[src/rtl/regena_pkg.sv]
// Shared definitions for the round-robin register write arbiter.
// Latency: none (constants and helper functions only).
// Backpressure: none.
package regena_pkg;

    // Width of the shared register and of each requester's data word
    localparam int REGENA_WIDTH = 8;

    // Default number of requesters
    localparam int REGENA_NREQ = 4;

    // Saturation value of the write counter
    localparam logic [7:0] WR_COUNT_MAX = 8'hFF;

    // Bits needed to hold a requester index; never less than one bit
    function automatic int idx_w(input int n);
        return (n > 1) ? $clog2(n) : 1;
    endfunction

endpackage

[src/rtl/regena.sv]
// Enabled storage register: loads R when ena is high, otherwise holds.
// Latency: one clock from R/ena to Q.
// Backpressure: none; a load is accepted on every enabled edge.
module regena #(
    parameter int WIDTH = 8
) (
    input  logic             clock,
    input  logic             reset,
    input  logic             ena,
    input  logic [WIDTH-1:0] R,
    output logic [WIDTH-1:0] Q
);

    // Register with asynchronous clear and load enable
    always_ff @(posedge clock or negedge reset) begin
        if (!reset) begin
            Q <= '0;
        end else if (ena) begin
            Q <= R;
        end
    end

endmodule

[src/rtl/regena_rr_pick.sv]
// Round-robin picker: first eligible requester at or after ptr, wrapping modulo NREQ.
// Latency: purely combinational.
// Backpressure: none; grant_valid is low when nothing is eligible.
module regena_rr_pick
    import regena_pkg::*;
#(
    parameter  int NREQ = REGENA_NREQ,
    localparam int IW   = idx_w(NREQ)
) (
    input  logic [NREQ-1:0] elig,
    input  logic [IW-1:0]   ptr,
    output logic            grant_valid,
    output logic [IW-1:0]   grant_idx
);

    // Scan ptr, ptr+1, ... with explicit wrap so non-power-of-two NREQ never
    // visits unused index codes; the first hit wins.
    always_comb begin
        int idx;
        grant_valid = 1'b0;
        grant_idx   = '0;
        idx         = 0;
        for (int k = 0; k < NREQ; k++) begin
            idx = int'(ptr) + k;
            if (idx >= NREQ) begin
                idx = idx - NREQ;
            end
            if (!grant_valid && elig[idx]) begin
                grant_valid = 1'b1;
                grant_idx   = IW'(idx);
            end
        end
    end

endmodule

[src/rtl/regena_rr_arbiter.sv]
// Round-robin write arbiter for one shared enabled register; one write per cycle.
// Latency: req sampled at edge k loads Q at edge k; ack pulses for one cycle after that edge.
// Backpressure: a requester holds req until it sees ack; the acked one is masked for a cycle.
module regena_rr_arbiter
    import regena_pkg::*;
#(
    parameter  int NREQ  = REGENA_NREQ,
    parameter  int WIDTH = REGENA_WIDTH,
    localparam int IW    = idx_w(NREQ)
) (
    input  logic                  clock,
    input  logic                  reset,
    input  logic [NREQ-1:0]       req,
    input  logic [NREQ*WIDTH-1:0] wdata,
    output logic [NREQ-1:0]       ack,
    output logic [WIDTH-1:0]      Q,
    output logic [IW-1:0]         owner,
    output logic [7:0]            wr_count
);

    logic [IW-1:0]    ptr;
    logic [NREQ-1:0]  elig;
    logic             grant_valid;
    logic [IW-1:0]    grant_idx;
    logic [NREQ-1:0]  grant_oh;
    logic [WIDTH-1:0] wr_word;
    logic [IW-1:0]    ptr_next;

    // A requester whose ack is high is still dropping req; do not write it twice
    assign elig = req & ~ack;

    regena_rr_pick #(
        .NREQ (NREQ)
    ) u_pick (
        .elig        (elig),
        .ptr         (ptr),
        .grant_valid (grant_valid),
        .grant_idx   (grant_idx)
    );

    // Select the winner's word from the flattened data bus
    always_comb begin
        wr_word = '0;
        for (int i = 0; i < NREQ; i++) begin
            if (grant_idx == IW'(i)) begin
                wr_word = wdata[i*WIDTH +: WIDTH];
            end
        end
    end

    // One-hot form of the grant, zero when nobody wins
    always_comb begin
        grant_oh = '0;
        if (grant_valid) begin
            grant_oh[grant_idx] = 1'b1;
        end
    end

    // Pointer moves just past the winner, wrapping explicitly at NREQ-1
    always_comb begin
        ptr_next = grant_idx + IW'(1);
        if (grant_idx == IW'(NREQ - 1)) begin
            ptr_next = '0;
        end
    end

    regena #(
        .WIDTH (WIDTH)
    ) u_reg (
        .clock (clock),
        .reset (reset),
        .ena   (grant_valid),
        .R     (wr_word),
        .Q     (Q)
    );

    // Arbitration state: ack pulse, last owner, rotation pointer, write count
    always_ff @(posedge clock or negedge reset) begin
        if (!reset) begin
            ptr      <= '0;
            ack      <= '0;
            owner    <= '0;
            wr_count <= '0;
        end else begin
            ack <= grant_oh;
            if (grant_valid) begin
                owner <= grant_idx;
                ptr   <= ptr_next;
                if (wr_count != WR_COUNT_MAX) begin
                    wr_count <= wr_count + 8'd1;
                end
            end
        end
    end

endmodule
[config.mk]
export PLATFORM = sky130hd
export DESIGN_NAME = regena_rr_arbiter
export DESIGN_NICKNAME = d
export VERILOG_FILES = /design/src/rtl/regena_pkg.sv /design/src/rtl/regena.sv /design/src/rtl/regena_rr_pick.sv /design/src/rtl/regena_rr_arbiter.sv
export SDC_FILE = /design/constraint.sdc
export NUM_CORES = 1
export LEC_CHECK = 0
export ABC_CLOCK_PERIOD_IN_PS = 2500
export CAP_MARGIN = 20
export CELL_PAD_IN_SITES_DETAIL_PLACEMENT = 1
export CELL_PAD_IN_SITES_GLOBAL_PLACEMENT = 1
export CORE_ASPECT_RATIO = 0.8
export CORE_UTILIZATION = 45
export CTS_CLUSTER_DIAMETER = 60
export DETAILED_ROUTE_END_ITERATION = 6
export DONT_BUFFER_PORTS = 1
export PLACE_DENSITY_LB_ADDON = 0.1
export SYNTH_ARGS = -nofsm -noshare
export SYNTH_HDL_FRONTEND = slang
export SYNTH_SLANG_ARGS = --single-unit
[constraint.sdc]
create_clock -name clock -period 2.5 [get_ports clock]
set_input_delay 0.75 -clock clock [delete_from_list [all_inputs] [get_ports clock]]
set_output_delay 0.75 -clock clock [all_outputs]
set_load 0.01 [all_outputs]
==> impl_metrics.py, run 1 <==
metrics = {
    "placed_design": {
        "hpwlAfterDp_um": 2570,
        "globalplace.congestion": 0.726,
        "port_buffers": 0,
        "dp_slack_ns": -0.256,
    },
    "yosys": {
        "yosysTopAreaCellShare_pct": 43.6,
        "synth_fa_ha_area_share_pct": 4.54,
        "synth-simple-area-share_pct": 20.8,
        "yosysTopAreaCell": "dfrtp_1",
        "synth-compound-area-share_pct": 19.4,
        "synth.most_common_cell": "dfrtp_1",
        "yosys_register_bits": 24,
        "synth.avg_cell_area_um2": 9.71,
        "synth_edf_count": 0,
        "seq_area_frac_synth_pct": 43.6,
        "synth_mux_area_share_pct": 0.817,
        "synth_flop_cell": "dfrtp_1",
        "synth_commonest_cells": "dfrtp_1, a21oi_1, inv_1, nor2_1, nand2_1",
        "async_flop_share_pct": 100,
        "synthTopCellsByArea": "dfrtp_1, a21oi_1, a221oi_1",
        "synth_xor_area_share_pct": 4.45,
        "synth_top_family_by_area": "simple AND/OR/NAND/NOR gates",
        "netlist_area_mm2": 0.00138,
        "ys_types": 32,
        "ys_warn_count": 0,
        "synth_cells": 142,
        "synth_nets": 185,
    },
    "detailed_routing": {
        "vias": 1096,
        "drtIter0Drc": 44,
        "wl_per_cell_um": 18.9,
        "finalWirelength_um": 3390,
        "antenna_left": 0,
        "drc": 0,
        "first_pass_iters": 4,
        "avgViaCountPerCell": 6.09,
    },
    "clock_tree": {
        "cts_root_buf": "clkbuf_8",
        "tritoncts": "yes",
        "cts.sinks": 24,
        "cts_buffer_depth": 2,
        "htreeDepth": 1,
        "cts_buffers": 3,
        "clock_latency_ns": 0.26,
        "clk_pin_slew_ns": 0.08,
        "cts_setup_buffers": 0,
    },
    "cells_and_area": {
        "area_growth_syn_to_layout_pct": 6.62,
        "drive_above_1_share_pct": 11.3,
        "n_antenna_cell": 0,
        "nNetsFinal": 186,
        "final_util_pct": 52.0,
    },
    "power": {
        "ir_drop_mv": 0.590,
        "pwr-share-seq_pct": 40.4,
        "p_int_mw": 1.21,
        "swShare_pct": 43.6,
        "power_density_mw_per_mm2": 1450,
        "p_switching_uw": 930,
        "power_frac_comb_pct": 47.2,
        "p_clk_share_pct": 12.4,
        "p_leak_nw": 0.668,
        "p_total_mw": 2.14,
    },
    "floorplan": {
        "core_area_mm2": 0.00283,
        "die_x_um": 63.9,
        "chipHeight_um": 51.5,
        "initial_core_util_pct": 48.7,
        "die-area_mm2": 0.00329,
        "pin_count": 60,
        "num_rows": 17,
    },
    "timing": {
        "worst_pin_slew_ns": 0.591,
        "fin_worst_skew_ns": 0.00126,
        "hold_violations": 0,
        "fin_ws_ns": 0.126,
        "fin_crit_ns": 2.37,
        "rsz0062_at_grt": "yes",
        "maxSlewViolCount": 0,
        "relSlewSlack_pct": 60.5,
        "setup_viol": 0,
        "clock.fmax_mhz": 421,
        "hold_slack_ns": 0.169,
        "period_share_pct": 95.0,
        "tns_ns": 0,
    },
    "worst_setup_path": {
        "start_kind": "register",
        "worstPathMaxFanout": 7,
        "crit_path_max_incr_delay_ns": 0.44,
        "required_ns": 2.70,
        "crit_type": "reg2reg",
        "worst-path-buf-inv": 1,
        "worst_setup_path_end_kind": "register",
        "cp_slowest_cell": "dfrtp_1",
        "cp.arrival_ns": 2.57,
        "path_delay_family": "simple AND/OR/NAND/NOR gates",
        "path_cells": "nor4b_1 > a211oi_1 > nand2_1 > inv_1 > ha_1 > nor2b_2 > a221oi_1 > a211o_1 > a21oi_1",
    },
    "global_routing": {
        "grt_antenna_before_repair": 0,
        "grt_max_degree": 25,
        "grt_pass1_wl_um": 5530,
        "overflow": 0,
        "grt_pass1_vias": 1173,
        "grt_usage_pct": 22.1,
    },
    "flow_run": {
        "max_cap_viol_count": 0,
    },
    "min_path": {
        "hold_class": "in2async",
    },
    "run_status": {
        "outcome": "finished, final reports clean",
    },
}
## kinds of logic (layout without fill, tap and decap cells)
family | count (synthesis) | in the layout
DFF | 24 | 24
AOI/OAI and AO/OA | 40 | 40
buffers and inverters | 19 | 19
and+or+nand+nor | 46 | 46
adders and majority gates | 5 | 5
muxes | 1 | 1
xor gates and xnor gates | 7 | 7
## stage by stage
step / area, µm² / std cells
global placement: 1410 / 176
detailed placement: 1410 / 176
finish: 1470 / 180
floorplan: 1380 / 142
global route: 1470 / 180
CTS: 1470 / 180
## flip-flops by register name, indices dropped and copies added, names as in the netlist
name,cells
wr_count,8
owner,2
ptr,2
u_reg.Q,8
ack,4
## cell type report
type | count | area [µm²]
fillers | 323 | 1360
multi-input cells | 99 | 692
flip-flops and latches | 24 | 601
clock buffers | 4 | 55.1
well taps | 38 | 47.5
repair buffers | 5 | 37.5
inverters | 10 | 37.5
## placed cells by master (no fill, tap or decap), types with 5 or more instances in the layout
master    count
xor2_1        7
a221oi_1      8
ha_1          5
buf_4         5
a21oi_1      17
nor2_1       10
nand2_1       9
dfrtp_1      24
a211o_1       7
inv_1        10
## power groups by stage
| stage | clock (mW) | sequential [mW] | combinational (mW) |
|---|---|---|---|
| finish | 0.265 | 0.863 | 1.01 |
| global route | 0.284 | 0.895 | 1.13 |
| CTS | 0.272 | 0.867 | 1.01 |
| detailed placement | 0 | 0.873 | 1.00 |
| global placement | 0 | 0.864 | 0.927 |
| floorplan | 0 | 0.819 | 0.771 |
## repair_timing
| action | CTS | global route |
|---|---|---|
| cloned | 0 | 0 |
| resized for setup | 1 | 0 |
| hold buffers | 0 | 0 |
| endpoints found under the setup margin | 1 | 1 |
## layer usage
layer  vias up  global-route usage [%]  wire (µm)
met4         0                    3.79         11
met2        45                    40.6       1740
met3         4                    5.92        190
met5         -                       0          0
met1       545                    26.3       1450
li1        502                       -          -
## path summary, 6_finish.rpt
kind                        startpoint     endpoint  slack (ns)  cells past startpoint
min in group clock         wr_count[6]  wr_count[6]        0.56                      1
setup / recovery                ptr[0]   u_reg.Q[3]        0.13                      9
max in group asynchronous        reset  wr_count[2]        2.26                      0
setup reg to reg                ptr[0]   u_reg.Q[3]        0.13                      9
hold reg to reg            wr_count[6]  wr_count[6]        0.56                      1
hold / removal                   reset  wr_count[5]        0.17                      0
No activity file was read; power rests on OpenSTA's default activity.
==> run 2, diff against run 1 <==
- CORE_UTILIZATION: 45 -> 30
- DONT_BUFFER_PORTS: 1 -> unset
- TNS_END_PERCENT: unset -> 20
==> run 2 against run 1 <==
Effect of this change: power up 40%; fmax down 1.2%; routed wire length up 30%; critical path depth up 1; sequential cell count unchanged; combinational power up 83%; largest cell class unchanged; cell count up 53%; clock power up 31%.
==> impl_metrics.py, run 2 (synthesized netlist as in run 1, its figures left out) <==
metrics = {
    "run_status": {
        "outcome": "finished, final reports clean",
    },
    "floorplan": {
        "initial_core_util_pct": 32.2,
        "core_area_mm2": 0.00428,
        "die-area_mm2": 0.00487,
        "pin_count": 60,
        "chipHeight_um": 62.6,
        "num_rows": 21,
        "die_x_um": 77.8,
    },
    "timing": {
        "period_share_pct": 96.2,
        "hold_violations": 0,
        "setup_viol": 0,
        "fin_crit_ns": 2.40,
        "fin_worst_skew_ns": 0.00943,
        "worst_pin_slew_ns": 0.359,
        "hold_slack_ns": 0.486,
        "clock.fmax_mhz": 416,
        "relSlewSlack_pct": 76.0,
        "rsz0062_at_grt": "yes",
        "maxSlewViolCount": 0,
    },
    "detailed_routing": {
        "wl_per_cell_um": 16.1,
        "antenna_left": 0,
        "drtIter0Drc": 33,
        "drc": 0,
        "avgViaCountPerCell": 5.02,
        "finalWirelength_um": 4420,
        "first_pass_iters": 2,
        "vias": 1381,
    },
    "cells_and_area": {
        "seq_area_um2": 601,
        "final_cell_mix": "clkdlybuf4s50_1, dfrtp_1, buf_4, a21oi_1, nor2_1",
        "area_growth_syn_to_layout_pct": 73.3,
        "num-fill-cells": 476,
        "n_antenna_cell": 0,
        "nNetsFinal": 262,
        "multi_input_area_um2": 822,
        "layout_commonest_cell": "clkdlybuf4s50_1",
        "drive_above_1_share_pct": 25.7,
        "largestRegisters": "u_reg.Q (8), wr_count (8), ack (4)",
    },
    "clock_tree": {
        "ctsHoldBuffers": 0,
        "clock_latency_ns": 0.27,
        "cts_root_buf": "clkbuf_8",
        "cts_buffers": 3,
        "htreeDepth": 1,
        "tritoncts": "yes",
        "cts.sinks": 24,
        "cts_buffer_depth": 2,
        "clk_pin_slew_ns": 0.10,
    },
    "power": {
        "p_leak_nw": 1.05,
        "power_density_mw_per_mm2": 1250,
        "ir_drop_mv": 0.417,
        "p_total_mw": 2.98,
    },
    "worst_setup_path": {
        "required_ns": 2.70,
        "r2r_end": "u_reg.Q[0]",
        "worstPathMaxFanout": 10,
        "worst_setup_path_end_kind": "register",
        "startpoint": "req[0]",
        "timing.rr.start": "ptr[0]",
        "crit_type": "in2reg",
        "cp.arrival_ns": 2.60,
        "r2r_slack_ns": 0.27,
        "start_kind": "input pin",
        "rr_worst_depth": 9,
    },
    "min_path": {
        "hold_class": "reg2reg",
        "hold_end": "owner[0]",
        "min_from": "owner[0]",
        "hold_depth": 2,
    },
    "flow_run": {
        "max_cap_viol_count": 0,
    },
    "global_routing": {
        "overflow": 0,
        "grt_util_met3_pct": 4.23,
        "grt_pass1_vias": 1495,
        "grt_antenna_before_repair": 0,
        "grt_pass1_wl_um": 7340,
        "use_met1_pct": 23.8,
        "grt_usage_pct": 19.4,
        "grt_max_degree": 25,
        "grt_use_met2_pct": 35.1,
        "grt-busiest-layer": "met2",
    },
    "placed_design": {
        "port_buffers": 59,
        "hpwlAfterDp_um": 3220,
        "globalplace.congestion": 0.818,
    },
}
[run 2: cell types whose count changed in the layout (fill, tap and decap cells not counted), sizes merged]
cell,delta
clkbuf,-1
dlymetal6s2s,+2
buf,+17
clkdlybuf4s50,+55
dlygate4sd2,+2
bufinv,+1
[run 2: how the worst max path moves through the flow]
stage | endpoint | slack [ns] | cells after the start
3_5_place_dp | u_reg.Q[1] | -0.72 | 10
3_3_place_gp | u_reg.Q[2] | -0.58 | 10
2_1_floorplan | u_reg.Q[6] | 0.07 | 10
5_1_grt | u_reg.Q[0] | -0.02 | 10
4_1_cts | u_reg.Q[5] | -0.03 | 10
6_report | u_reg.Q[0] | 0.1 | 10
[run 2: report_power, final]
part | internal [mW] | switching (mW) | total, mW
logic | 1.04 | 0.811 | 1.85
registers | 0.590 | 0.193 | 0.783
clock network | 0.214 | 0.132 | 0.346
total | 1.85 | 1.14 | 2.98
[run 2: through the flow]
stage               setup slack (ns)  TNS [ns]  cells  util [%]  area (µm²)
finish                        0.0959         0    275      55.8        2390
global route                 -0.0153   -0.0266    275      55.8        2390
CTS                          -0.0340   -0.0908    270      53.5        2290
detailed placement            -0.723     -5.80    262      49.3        2110
global placement              -0.578     -4.24    262      49.3        2110
floorplan                     0.0664         0    142         -        1380
[run 2: what timing repair did]
| item | CTS | global route |
|---|---|---|
| pin swaps | 5 | 6 |
| resized for setup | 20 | 14 |
| buffers inserted | 4 | 5 |
| setup endpoints to repair | 8 | 8 |
[run 2: critical path, stage by stage]
cell and delay [ns]:
dlygate4sd2_1 0.25, and3b_2 0.23, a211oi_4 0.26, nand2_2 0.12, inv_1 0.11, ha_2 0.22
buf_6 0.16, a221oi_2 0.08, a211o_1 0.29, a21oi_2 0.11
[run 2: cell type report]
type,instances,share of cell area [%]
clock inverters,1,1.26
inverters,10,1.57
flip-flops and latches,24,25.1
well taps,57,2.98
repair buffers,81,32.9
multi-input cells,99,34.4
clock buffers,3,1.73
[run 2: routing by layer]
metal	wire length [µm]	vias up
met5	0	-
met4	22	0
met3	223	2
met2	2230	39
met1	1950	683
li1	-	657
==> run 3, diff against run 2 <==
- PLACE_DENSITY_LB_ADDON: 0.1 -> 0.05
==> run 3 against run 2 <==
Effect of this change: utilization down 1.7 points; via count shrank 1.5%; sequential cell count unchanged; final area down 3.0%; non-clock buffer count shrank 2; critical endpoint is now u_reg.Q[7].
==> impl_metrics.py, run 3 (synthesized netlist as in run 1, its figures left out) <==
metrics = {
    "global_routing": {
        "use_met1_pct": 23.3,
        "grt_util_met3_pct": 3.80,
        "grt_usage_pct": 20.1,
        "grt_max_degree": 25,
        "grt_antenna_before_repair": 0,
        "overflow": 0,
        "grt_pass1_vias": 1586,
        "grt_pass1_wl_um": 7630,
        "grt_use_met2_pct": 37.5,
        "grt-busiest-layer": "met2",
    },
    "worst_setup_path": {
        "cp_slowest_cell": "dlygate4sd2_1",
        "worstPathMaxFanout": 7,
        "cp.arrival_ns": 2.56,
        "crit_cells": 10,
        "worst_setup_path_end_kind": "register",
        "start_kind": "input pin",
        "crit_type": "in2reg",
        "required_ns": 2.66,
        "rr_worst_depth": 9,
        "crit_path_max_incr_delay_ns": 0.26,
        "worst-path-buf-inv": 2,
        "path_cells": "dlygate4sd2_1 > and3b_2 > a211oi_2 > nand2_1 > buf_4 > ha_1 > nor2b_4 > a221oi_1 > a211o_1 > a21oi_1",
        "path_delay_family": "compound AO/OA/AOI/OAI gates",
    },
    "placed_design": {
        "dp.cells": 264,
        "globalplace.congestion": 0.751,
        "dpl_cell_area_mm2": 0.00210,
        "hpwlAfterDp_um": 3280,
        "port_buffers": 59,
    },
    "cells_and_area": {
        "nNetsFinal": 260,
        "n_antenna_cell": 0,
        "area_growth_syn_to_layout_pct": 68.1,
        "layout_commonest_cell": "clkdlybuf4s50_1",
        "drive_above_1_share_pct": 21.8,
        "final_cell_mix": "clkdlybuf4s50_1, dfrtp_1, buf_4, a21oi_1, nor2_1",
        "design_area_mm2": 0.00232,
        "post_layout_nonfiller_instances": 273,
        "final_util_pct": 54.1,
        "num-fill-cells": 479,
        "largestRegisters": "u_reg.Q (8), wr_count (8), ack (4)",
    },
    "timing": {
        "hold_slack_ns": 0.492,
        "relSlewSlack_pct": 76.8,
        "setup_viol": 0,
        "rsz0062_at_grt": "yes",
        "period_share_pct": 95.9,
        "worst_pin_slew_ns": 0.348,
        "clock.fmax_mhz": 417,
        "maxSlewViolCount": 0,
        "fin_crit_ns": 2.40,
        "fin_worst_skew_ns": 0.00264,
        "hold_violations": 0,
        "tns_ns": 0,
    },
    "detailed_routing": {
        "avgViaCountPerCell": 4.98,
        "wl_per_cell_um": 16.6,
        "antenna_left": 0,
        "finalWirelength_um": 4530,
        "drtIter0Drc": 8,
        "vias": 1360,
        "drc": 0,
        "first_pass_iters": 4,
    },
    "power": {
        "p_leak_nw": 1.01,
        "power_density_mw_per_mm2": 1240,
        "ir_drop_mv": 0.495,
    },
    "min_path": {
        "hold_class": "reg2reg",
        "hold_depth": 1,
    },
    "flow_run": {
        "max_cap_viol_count": 0,
    },
    "clock_tree": {
        "clk_pin_slew_ns": 0.09,
        "tritoncts": "yes",
        "clock_latency_ns": 0.27,
        "htreeDepth": 1,
        "cts_buffers": 3,
        "ctsHoldBuffers": 0,
        "cts_root_buf": "clkbuf_8",
        "cts.sinks": 24,
        "cts_buffer_depth": 2,
    },
    "floorplan": {
        "die-area_mm2": 0.00487,
        "core_area_mm2": 0.00428,
        "num_rows": 21,
        "chipHeight_um": 62.6,
        "pin_count": 60,
        "die_x_um": 77.8,
        "initial_core_util_pct": 32.2,
    },
    "run_status": {
        "outcome": "finished, final reports clean",
    },
}
==> run 3: cell types whose count changed in the layout (fill, tap and decap cells not counted), sizes merged <==
cell / previous run / this run
buf: 22 / 20
bufinv: 1 / 0
clkbuf: 3 / 4
dlygate4sd2: 2 / 4
dlymetal6s2s: 2 / 0
==> run 3: worst paths after layout <==
kind	start	end	slack, ns
max in group asynchronous	reset	owner[1]	1.41
max	req[0]	u_reg.Q[7]	0.10
min reg2reg	wr_count[6]	wr_count[6]	0.49
min	wr_count[6]	wr_count[6]	0.49
max reg2reg	ptr[1]	u_reg.Q[7]	0.25
min in group asynchronous	reset	u_reg.Q[7]	0.84
==> run 3: per-layer routing <==
| metal | wire, µm | part of all wire (%) |
|---|---|---|
| met2 | 2390 | 53 |
| met5 | 0 | 0 |
| met3 | 113 | 2.5 |
| met4 | 58 | 1.3 |
| met1 | 1970 | 44 |
==> run 3: report_power, final <==
group | switching, mW | internal [mW]
sequential | 0.203 | 0.590
combinational | 0.796 | 1.01
clock | 0.130 | 0.141
total | 1.13 | 1.74
==> run 3: metrics by stage <==
step / power, mW / setup slack (ns)
2_1_floorplan: 1.59 / 0.0664
3_3_place_gp: 2.30 / -0.572
3_5_place_dp: 2.35 / -0.693
4_1_cts: 2.84 / 0.106
5_1_grt: 3.11 / -0.0101
6_report: 2.87 / 0.103
==> run 3: cell type report <==
class	count	area (µm²)	area share (%)
timing repair buffer	79	739	31.9
inverter	10	37.5	1.62
clock buffer	4	55.1	2.37
tap	57	71.3	3.08
sequential	24	601	25.9
multi-input combinational	99	815	35.1
==> run 3: what timing repair did <==
| item | 4_1_cts | 5_1_grt |
|---|---|---|
| pin swaps | 7 | 1 |
| endpoints found under the setup margin | 8 | 4 |
| resized for setup | 25 | 4 |
| buffers inserted | 5 | 0 |
==> run 3: worst register-to-register path, cell delays in order (launching register included) <==
cell and delay [ns]:
dfrtp_1 0.52, nor4bb_4 0.37, a211oi_2 0.06, nand2_1 0.14, buf_4 0.13, ha_1 0.17
nor2b_4 0.27, a221oi_1 0.12, a211o_1 0.29, a21oi_1 0.12
